[config.mk]
export PLATFORM = sky130hd
export DESIGN_NAME = io_pad_pwr_seq
export DESIGN_NICKNAME = d
export VERILOG_FILES = /design/src/rtl/io_pad_pwr_seq_pkg.sv /design/src/rtl/io_pad_pwr_seq_sync.sv /design/src/rtl/io_pad_pwr_seq.sv
export SDC_FILE = /design/constraint.sdc
export NUM_CORES = 1
export LEC_CHECK = 0
export CAP_MARGIN = 20
export CORE_ASPECT_RATIO = 1.25
export CORE_UTILIZATION = 55
export CTS_BUF_LIST = sky130_fd_sc_hd__clkbuf_8
export DETAILED_ROUTE_END_ITERATION = 6
export PLACE_DENSITY = 0.76
export SETUP_SLACK_MARGIN = 0.02
export SLEW_MARGIN = 20
export SYNTH_ARGS = -nofsm -noshare
export SYNTH_HDL_FRONTEND = slang
export SYNTH_HIERARCHICAL = 1
export SYNTH_SLANG_ARGS = --single-unit
[constraint.sdc]
create_clock -name clk -period 2.6 [get_ports clk]
set_clock_uncertainty 0.05 [all_clocks]
set_input_delay 0.52 -clock clk [delete_from_list [all_inputs] [get_ports clk]]
set_output_delay 0.52 -clock clk [all_outputs]
set_load 0.01 [all_outputs]
[src/rtl/io_pad_pwr_seq_pkg.sv]
// Shared types and defaults for the IO pad segment power sequencer.
package io_pwr_pkg;

  typedef enum logic [2:0] {
    ST_OFF      = 3'd0,
    ST_DEBOUNCE = 3'd1,
    ST_REL_RST  = 3'd2,
    ST_REL_IE   = 3'd3,
    ST_REL_OE   = 3'd4,
    ST_ON       = 3'd5,
    ST_DOWN     = 3'd6
  } io_seq_state_t;

  localparam int unsigned SYNC_STAGES_DEF = 2;
  localparam int unsigned DEB_W_DEF       = 8;
  localparam int unsigned DEB_CYC_DEF     = 16;
  localparam int unsigned STEP_CYC_DEF    = 4;

  typedef struct packed {
    logic ret;
    logic ie;
    logic oe;
    logic seg_rst_n;
    logic ready;
  } pad_ctl_t;

  // All-safe pad control: retention on, buffers off, segment held in reset.
  localparam pad_ctl_t CTL_SAFE = '{ret: 1'b1, ie: 1'b0, oe: 1'b0, seg_rst_n: 1'b0, ready: 1'b0};

  // Pad control levels belonging to a state; dn_late selects the second half of DOWN.
  function automatic pad_ctl_t pad_ctl_for(io_seq_state_t st, logic dn_late);
    pad_ctl_t c;
    c = CTL_SAFE;
    case (st)
      ST_REL_RST: c.seg_rst_n = 1'b1;
      ST_REL_IE: begin
        c.seg_rst_n = 1'b1;
        c.ret       = 1'b0;
        c.ie        = 1'b1;
      end
      ST_REL_OE: begin
        c.seg_rst_n = 1'b1;
        c.ret       = 1'b0;
        c.ie        = 1'b1;
        c.oe        = 1'b1;
      end
      ST_ON: begin
        c.seg_rst_n = 1'b1;
        c.ret       = 1'b0;
        c.ie        = 1'b1;
        c.oe        = 1'b1;
        c.ready     = 1'b1;
      end
      ST_DOWN: begin
        c.seg_rst_n = 1'b1;
        c.ret       = dn_late;
        c.ie        = ~dn_late;
      end
      default: c = CTL_SAFE;
    endcase
    return c;
  endfunction

endpackage

[src/rtl/io_pad_pwr_seq_sync.sv]
// Multi-flop synchronizer for one asynchronous level, reset to 0.
module io_sync_bit
  import io_pwr_pkg::*;
#(
  parameter int unsigned SYNC_STAGES = SYNC_STAGES_DEF
) (
  input  logic clk,
  input  logic rst_n,
  input  logic d,
  output logic q
);

  logic [SYNC_STAGES-1:0] stages;

  // Shift the async level through the synchronizer chain.
  always_ff @(posedge clk or negedge rst_n) begin
    if (!rst_n) begin
      stages <= '0;
    end else begin
      stages <= {stages[SYNC_STAGES-2:0], d};
    end
  end

  assign q = stages[SYNC_STAGES-1];

endmodule

[src/rtl/io_pad_pwr_seq.sv]
// Power-up/power-down sequencer for one IO pad segment: debounces the supply
// good flags, releases reset/IE/OE in order and drops to retention on loss.
module io_pad_pwr_seq
  import io_pwr_pkg::*;
#(
  parameter int unsigned SYNC_STAGES = SYNC_STAGES_DEF,
  parameter int unsigned DEB_W       = DEB_W_DEF,
  parameter int unsigned DEB_CYC     = DEB_CYC_DEF,
  parameter int unsigned STEP_CYC    = STEP_CYC_DEF
) (
  input  logic       clk,
  input  logic       rst_n,
  input  logic       vdd_ok_i,
  input  logic       vddio_ok_i,
  input  logic       sw_off_i,
  output logic       pad_ret_o,
  output logic       pad_ie_o,
  output logic       pad_oe_o,
  output logic       seg_rst_no,
  output logic       ready_o,
  output logic       fault_o,
  output logic [2:0] state_o
);

  localparam logic [DEB_W-1:0] DEB_LAST  = DEB_W'(DEB_CYC - 1);
  localparam logic [DEB_W-1:0] STEP_LAST = DEB_W'(STEP_CYC - 1);
  localparam logic [DEB_W-1:0] CNT_MAX   = '1;

  logic          vdd_sync;
  logic          vddio_sync;
  logic          sup_ok;

  io_seq_state_t state_q, state_d;
  logic [DEB_W-1:0] cnt_q, cnt_d, cnt_inc;
  logic          phase_q, phase_d;
  logic          fault_q, fault_d;
  pad_ctl_t      ctl_q, ctl_d;

  io_sync_bit #(.SYNC_STAGES(SYNC_STAGES)) u_sync_vdd (
    .clk   (clk),
    .rst_n (rst_n),
    .d     (vdd_ok_i),
    .q     (vdd_sync)
  );

  io_sync_bit #(.SYNC_STAGES(SYNC_STAGES)) u_sync_vddio (
    .clk   (clk),
    .rst_n (rst_n),
    .d     (vddio_ok_i),
    .q     (vddio_sync)
  );

  assign sup_ok  = vdd_sync & vddio_sync;
  assign cnt_inc = (cnt_q == CNT_MAX) ? cnt_q : cnt_q + DEB_W'(1);

  // Next state, step counter and the pad levels of the state being entered.
  // DOWN is split into two STEP_CYC halves by phase so the counter never has
  // to reach 2*STEP_CYC.
  always_comb begin
    state_d = state_q;
    cnt_d   = cnt_inc;
    phase_d = phase_q;
    fault_d = fault_q;

    case (state_q)
      ST_OFF: begin
        cnt_d   = '0;
        phase_d = 1'b0;
        if (sup_ok && !sw_off_i) state_d = ST_DEBOUNCE;
      end
      ST_DEBOUNCE: begin
        if (cnt_q == DEB_LAST) begin
          state_d = ST_REL_RST;
          cnt_d   = '0;
        end
      end
      ST_REL_RST: begin
        if (cnt_q == STEP_LAST) begin
          state_d = ST_REL_IE;
          cnt_d   = '0;
        end
      end
      ST_REL_IE: begin
        if (cnt_q == STEP_LAST) begin
          state_d = ST_REL_OE;
          cnt_d   = '0;
        end
      end
      ST_REL_OE: begin
        if (cnt_q == STEP_LAST) begin
          state_d = ST_ON;
          cnt_d   = '0;
        end
      end
      ST_ON: begin
        cnt_d = '0;
        if (sw_off_i) begin
          state_d = ST_DOWN;
          phase_d = 1'b0;
        end
      end
      ST_DOWN: begin
        if (cnt_q == STEP_LAST) begin
          cnt_d = '0;
          if (phase_q) state_d = ST_OFF;
          else         phase_d = 1'b1;
        end
      end
      default: begin
        state_d = ST_OFF;
        cnt_d   = '0;
        phase_d = 1'b0;
      end
    endcase

    // Supply loss overrides everything else outside OFF.
    if (state_q != ST_OFF && !sup_ok) begin
      state_d = ST_OFF;
      cnt_d   = '0;
      phase_d = 1'b0;
      if (state_q == ST_ON) fault_d = 1'b1;
    end

    ctl_d = pad_ctl_for(state_d, phase_d);
  end

  // State, counter and registered pad control outputs.
  always_ff @(posedge clk or negedge rst_n) begin
    if (!rst_n) begin
      state_q <= ST_OFF;
      cnt_q   <= '0;
      phase_q <= 1'b0;
      fault_q <= 1'b0;
      ctl_q   <= CTL_SAFE;
    end else begin
      state_q <= state_d;
      cnt_q   <= cnt_d;
      phase_q <= phase_d;
      fault_q <= fault_d;
      ctl_q   <= ctl_d;
    end
  end

  assign pad_ret_o  = ctl_q.ret;
  assign pad_ie_o   = ctl_q.ie;
  assign pad_oe_o   = ctl_q.oe;
  assign seg_rst_no = ctl_q.seg_rst_n;
  assign ready_o    = ctl_q.ready;
  assign fault_o    = fault_q;
  assign state_o    = state_q;

endmodule

Word-level counts from Yosys, hierarchy flattened:

Index checks and enable logic that the tools add are counted.

* output and inout port bits: 9
* input port bits: 5
* register bits: 22
* word-level logic and storage cells: 63

* bitwise gates (word level): 2
* equality and inequality tests: 14
* mux-type cells: 23
* add/sub/neg operators: 1
* reduce and logical (&&, ||, !) cells: 12

Operator list (count)
* 2-to-1 mux 8 bit: 4
* 2-to-1 mux 3 bit: 9
* case mux 3 bit (7 select lines): 1
* equality test 3 bit, second input constant: 6
* case mux 8 bit (2 select lines): 1
* equality test 3 x 2 -> 1 bit, second input constant: 4
* adder 8 x 1 -> 8 bit, second input constant: 1
* equality test 8 x 2 -> 1 bit, second input constant: 1
* equality test 8 x 4 -> 1 bit, second input constant: 1
* equality test 8 bit, second input constant: 1
* OR reduction 4 bit: 2
* 2-to-1 mux 1 bit: 6
* OR reduction 5 bit: 1
* case mux 2 bit (2 select lines): 1
* equality test 3 x 1 -> 1 bit, second input constant: 1
* zero test 3 bit: 1
* case mux 1 bit (3 select lines): 1
* nonzero test 3 bit: 1
* OR reduction 3 bit: 1
* logical AND 1 bit: 2
* zero test 1 bit: 2
* AND reduction 2 bit: 1
* OR reduction 2 bit: 1
* AND 1 bit: 1
* inverter 1 bit: 1

Logic depth before layout (Yosys ltp):

* depth in word-level cells: 8
* mapped depth: 7
* gate-level depth less buffers: 6

Hierarchy:

Netlist, hierarchy kept.

Modules (own cells, without submodules)
* io_pad_pwr_seq: area an instance 1031.0 um2, instances 1, cells an instance 112
* io_sync_bit: area an instance 50.0 um2, instances 2, cells an instance 2

Worst setup path before layout:

OpenSTA, ideal clock, no wires.

* kind: reg-to-reg
* from: register cnt_q[0]
* to: register ctl_q, in the netlist pad_ie_o
* library setup time: 0.120 ns
* stages on the path, launching flop included: 7
* path slack: 0.619 ns
* data arrival time: 1.811 ns
* cells stage by stage: dfrtp_1 -> ha_1 -> or3b_2 -> o31ai_1 -> o2111a_1 -> o21ai_0 -> and3_1

RTL lines
* from (decl): RTL line io_pad_pwr_seq.sv:34 `logic [DEB_W-1:0] cnt_q, cnt_d, cnt_inc;`
* from (signal assigned): RTL line io_pad_pwr_seq.sv:137 `cnt_q <= cnt_d;`
* to (signal assigned): RTL line io_pad_pwr_seq.sv:140 `ctl_q <= ctl_d;`
* to (decl): RTL line io_pad_pwr_seq.sv:37 `pad_ctl_t ctl_q, ctl_d;`

==> impl_results.md <==
- Die Wd: between 40 and 50 um
- Top-level I/O count: 14
- Simple logic cell fraction of the synthesized area: between 20% and 30%
- Number of synthesized register bits: 22
- GRT Total Usage: 22.5%
- Area leader, netlist: dfrtp_1
- Hold slack: around 0.30 ns
- Leakage: approximately 0.54 nW
- XOR/XNOR Fraction of Synth Area: 2.32%
- Die area: roughly 2200 um2
- First-pass GRT wire length: around 3.7 mm
- Area Growth Syn to Fin: 15.4%
- Cells after Synth: 116
- Initial antenna violation count: 0
- Number of global-route vias before repair: around 860
- Detail Placement HPWL: 1.59 mm
- Hold_buf cts: 0
- # resized after CTS: 0
- Worst slew margin: 50.9%
- Commonest non-fill, non-tap cell in the layout: dfrtp_1
- Initial drt markers: 20
- Max-cap violations: 0
- Post-synth EDFFs: 0
- Multiplexer share of the synthesized area: 1.77%
- CTS root buffer: clkbuf_8
- Synth unique cells: 43
- Post-CTS Repair Setup Buffers: 0
- Fmax: about 460 MHz
- Slew Viols, Final: 0
- CTS tree: yes
- Placer Congestion: a little over 0.8
- Most frequent cells in the layout: 21 x dfrtp_1, 16 x nor2_1, 13 x clkdlybuf4s50_1
- Tcrit/Tclk final: 84.1%
- Total wire length: 2.16 mm
- Layout Utilization: between 60% and 70%
- Core Footprint: roughly 2000 um2
- Wirelength per Cell: ~15 um
- Largest cells by area after synthesis: dfrtp_1 46%, nor2_1 5.3%, nand2_1 4.0%
- Largest family of logic cells by synthesized area: simple AND/OR/NAND/NOR gates
- Worst stage delay on the critical path: 0.54 ns
- Mean Syn Cell Area: roughly 9.8 um2
- Final setup viols: 0
- Crit path launch type: register
- Share of cells above drive strength 1: between 10% and 20%
- Max FO, Critical Path: 6
- Synth Area in Compound Gates: between 10% and 20%
- CP Cell Sequence: ha_1 > or3b_2 > o31ai_1 > o2111a_1 > o21ai_0 > and3_1
- Initial Util: just under 60%
- Synth warn: 6
- Worst Path Class, Setup: reg -> reg
- Worst hold path class: reg -> reg
- CTS Buf Count: 3
- Final TNS setup: 0 ns
- Tmin final: 2.19 ns
- Worst setup margin: slightly above 0.4 ns
- Synthesized area: approximately 1100 um2
- ANT cells: 0
- Final net count: approximately 140
- Count of final hold-check violations: 0
- Synth async-reset ratio: 100%
- Clk Latency, worst-skew pair: approximately 0.26 ns
- DRC viols: 0
- CP endpoint kind: register
- PwrDens: approximately 540 nW/um2
- Clock-pin slew on the worst setup and hold paths: 0.07 ns
- Required time worst endpoint: 2.71 ns
- Dpl cell area: roughly 1300 um2
- DR pass1 iterations: 4
- DP Worst Slack: between 0.4 and 0.5 ns
- IO buf count: 13
- Top-area cell type share of the netlist area: 46.5%
- Adder-Cell Fraction of Synth Area: 1.11%
- Vias: about 900
- # rows: 18
- Post-detailed-route via-to-cell ratio: between 5 and 6
- Pin count of the biggest net entering global routing: 23
- Crit-path slowest cell: or3b_2
- RSZ-0062 raised after global routing: false
- CTS max path bufs: 2
- Post-synthesis sequential area ratio: 48.8%
- Routed Antenna Nets: 0
- Primary FF master, synth: dfrtp_1
- Syn nets: 122
- Peak supply drop: 0.423 mV
- GRT Residual Overflow: 0
- Sink Count: 22
- H-tree level count: 1
- Crit path DAT: between 2 and 2.5 ns
- Design area: 1310 um2
- Die height: around 53 um
- Worst-margin pin slew: roughly 0.73 ns
- Status: complete, no violations
-- worst max-delay path, delay by kind of cell, from the launching register on --
kind            cells  cell delay [ns]
simple gates        2             0.74
compound gates      3             0.65
flops               1             0.39
fa+ha+maj           1             0.25
-- area by class of cell --
class | count | area [um2]
inverter | 4 | 15.0
tap | 20 | 25.0
sequential | 22 | 552
multi-input combinational | 85 | 531
clock buffer | 3 | 41.3
clock inverter | 1 | 3.75
timing repair buffer | 14 | 138
fill | 170 | 654
-- synthesized netlist by cell type, types with 2 or more instances --
cell type / number
clkbuf_1: 2
a211oi_1: 3
nor2_1: 16
xnor2_1: 2
a21oi_1: 6
buf_4: 2
nand2_1: 12
o21ai_0: 3
inv_1: 4
dfrtp_1: 21
o32a_2: 2
or4_4: 2
and3_1: 2
nor2b_1: 2
mux2i_1: 2
nand3_1: 5
nor3_1: 4
-- layer usage --
metal	vias up	routed length (um)	GRT usage (%)
li1	446	-	-
met1	424	932	24.3
met2	16	1140	40.5
met3	4	46	3.79
met4	0	40	14.1
met5	-	0	0
-- logic make-up (layout without fill, tap and decap cells) --
group                      count (synthesis)  count (layout)
and+or+nand+nor                           52              52
AOI/OAI and AO/OA                         27              27
DFF                                       22              22
buffers and inverters                      9              22
xor gates and xnor gates                   3               3
muxes                                      2               2
adders and majority gates                  1               1
-- power breakdown --
group / leakage [nW] / switching [mW] / internal, mW
Combinational: 0.220 / 0.0592 / 0.0489
Sequential: 0.293 / 0.0276 / 0.353
Clock: 0.0269 / 0.106 / 0.105
-- path summary, 6_finish.rpt --
| kind | from | endpoint | slack [ns] | cells after the start |
|---|---|---|---|---|
| min reg2reg | u_sync_vdd/stages[0]$_DFF_PN0_ | u_sync_vdd/stages[1]$_DFF_PN0_ | 0.30 | 0 |
| max | cnt_q[0]$_DFF_PN0_ | pad_ie_o$_DFF_PN0_ | 0.41 | 6 |
| max in group asynchronous | rst_n | pad_ret_o$_DFF_PN1_ | 1.68 | 2 |
| min | u_sync_vdd/stages[0]$_DFF_PN0_ | u_sync_vdd/stages[1]$_DFF_PN0_ | 0.30 | 0 |
| max reg2reg | cnt_q[0]$_DFF_PN0_ | pad_ie_o$_DFF_PN0_ | 0.41 | 6 |
| min in group asynchronous | rst_n | cnt_q[2]$_DFF_PN0_ | 0.55 | 2 |
-- registers in the layout, summed over array words and instances, names as in the netlist --
name / cells
pad_ret_o: 1
seg_rst_no: 1
phase_q: 1
pad_ie_o: 1
state_o: 3
ready_o: 1
cnt_q: 8
pad_oe_o: 1
fault_o: 1
u_sync_vdd/stages: 2
u_sync_vddio/stages: 2
-- stage by stage --
| stage | power, mW | cells |
|---|---|---|
| final | 0.700 | 149 |
| after global routing | 0.739 | 149 |
| after CTS | 0.710 | 149 |
| after detailed placement | 0.496 | 145 |
| after global placement | 0.494 | 145 |
| after floorplan | 0.452 | 116 |
No activity file was read; power rests on OpenSTA's default activity.
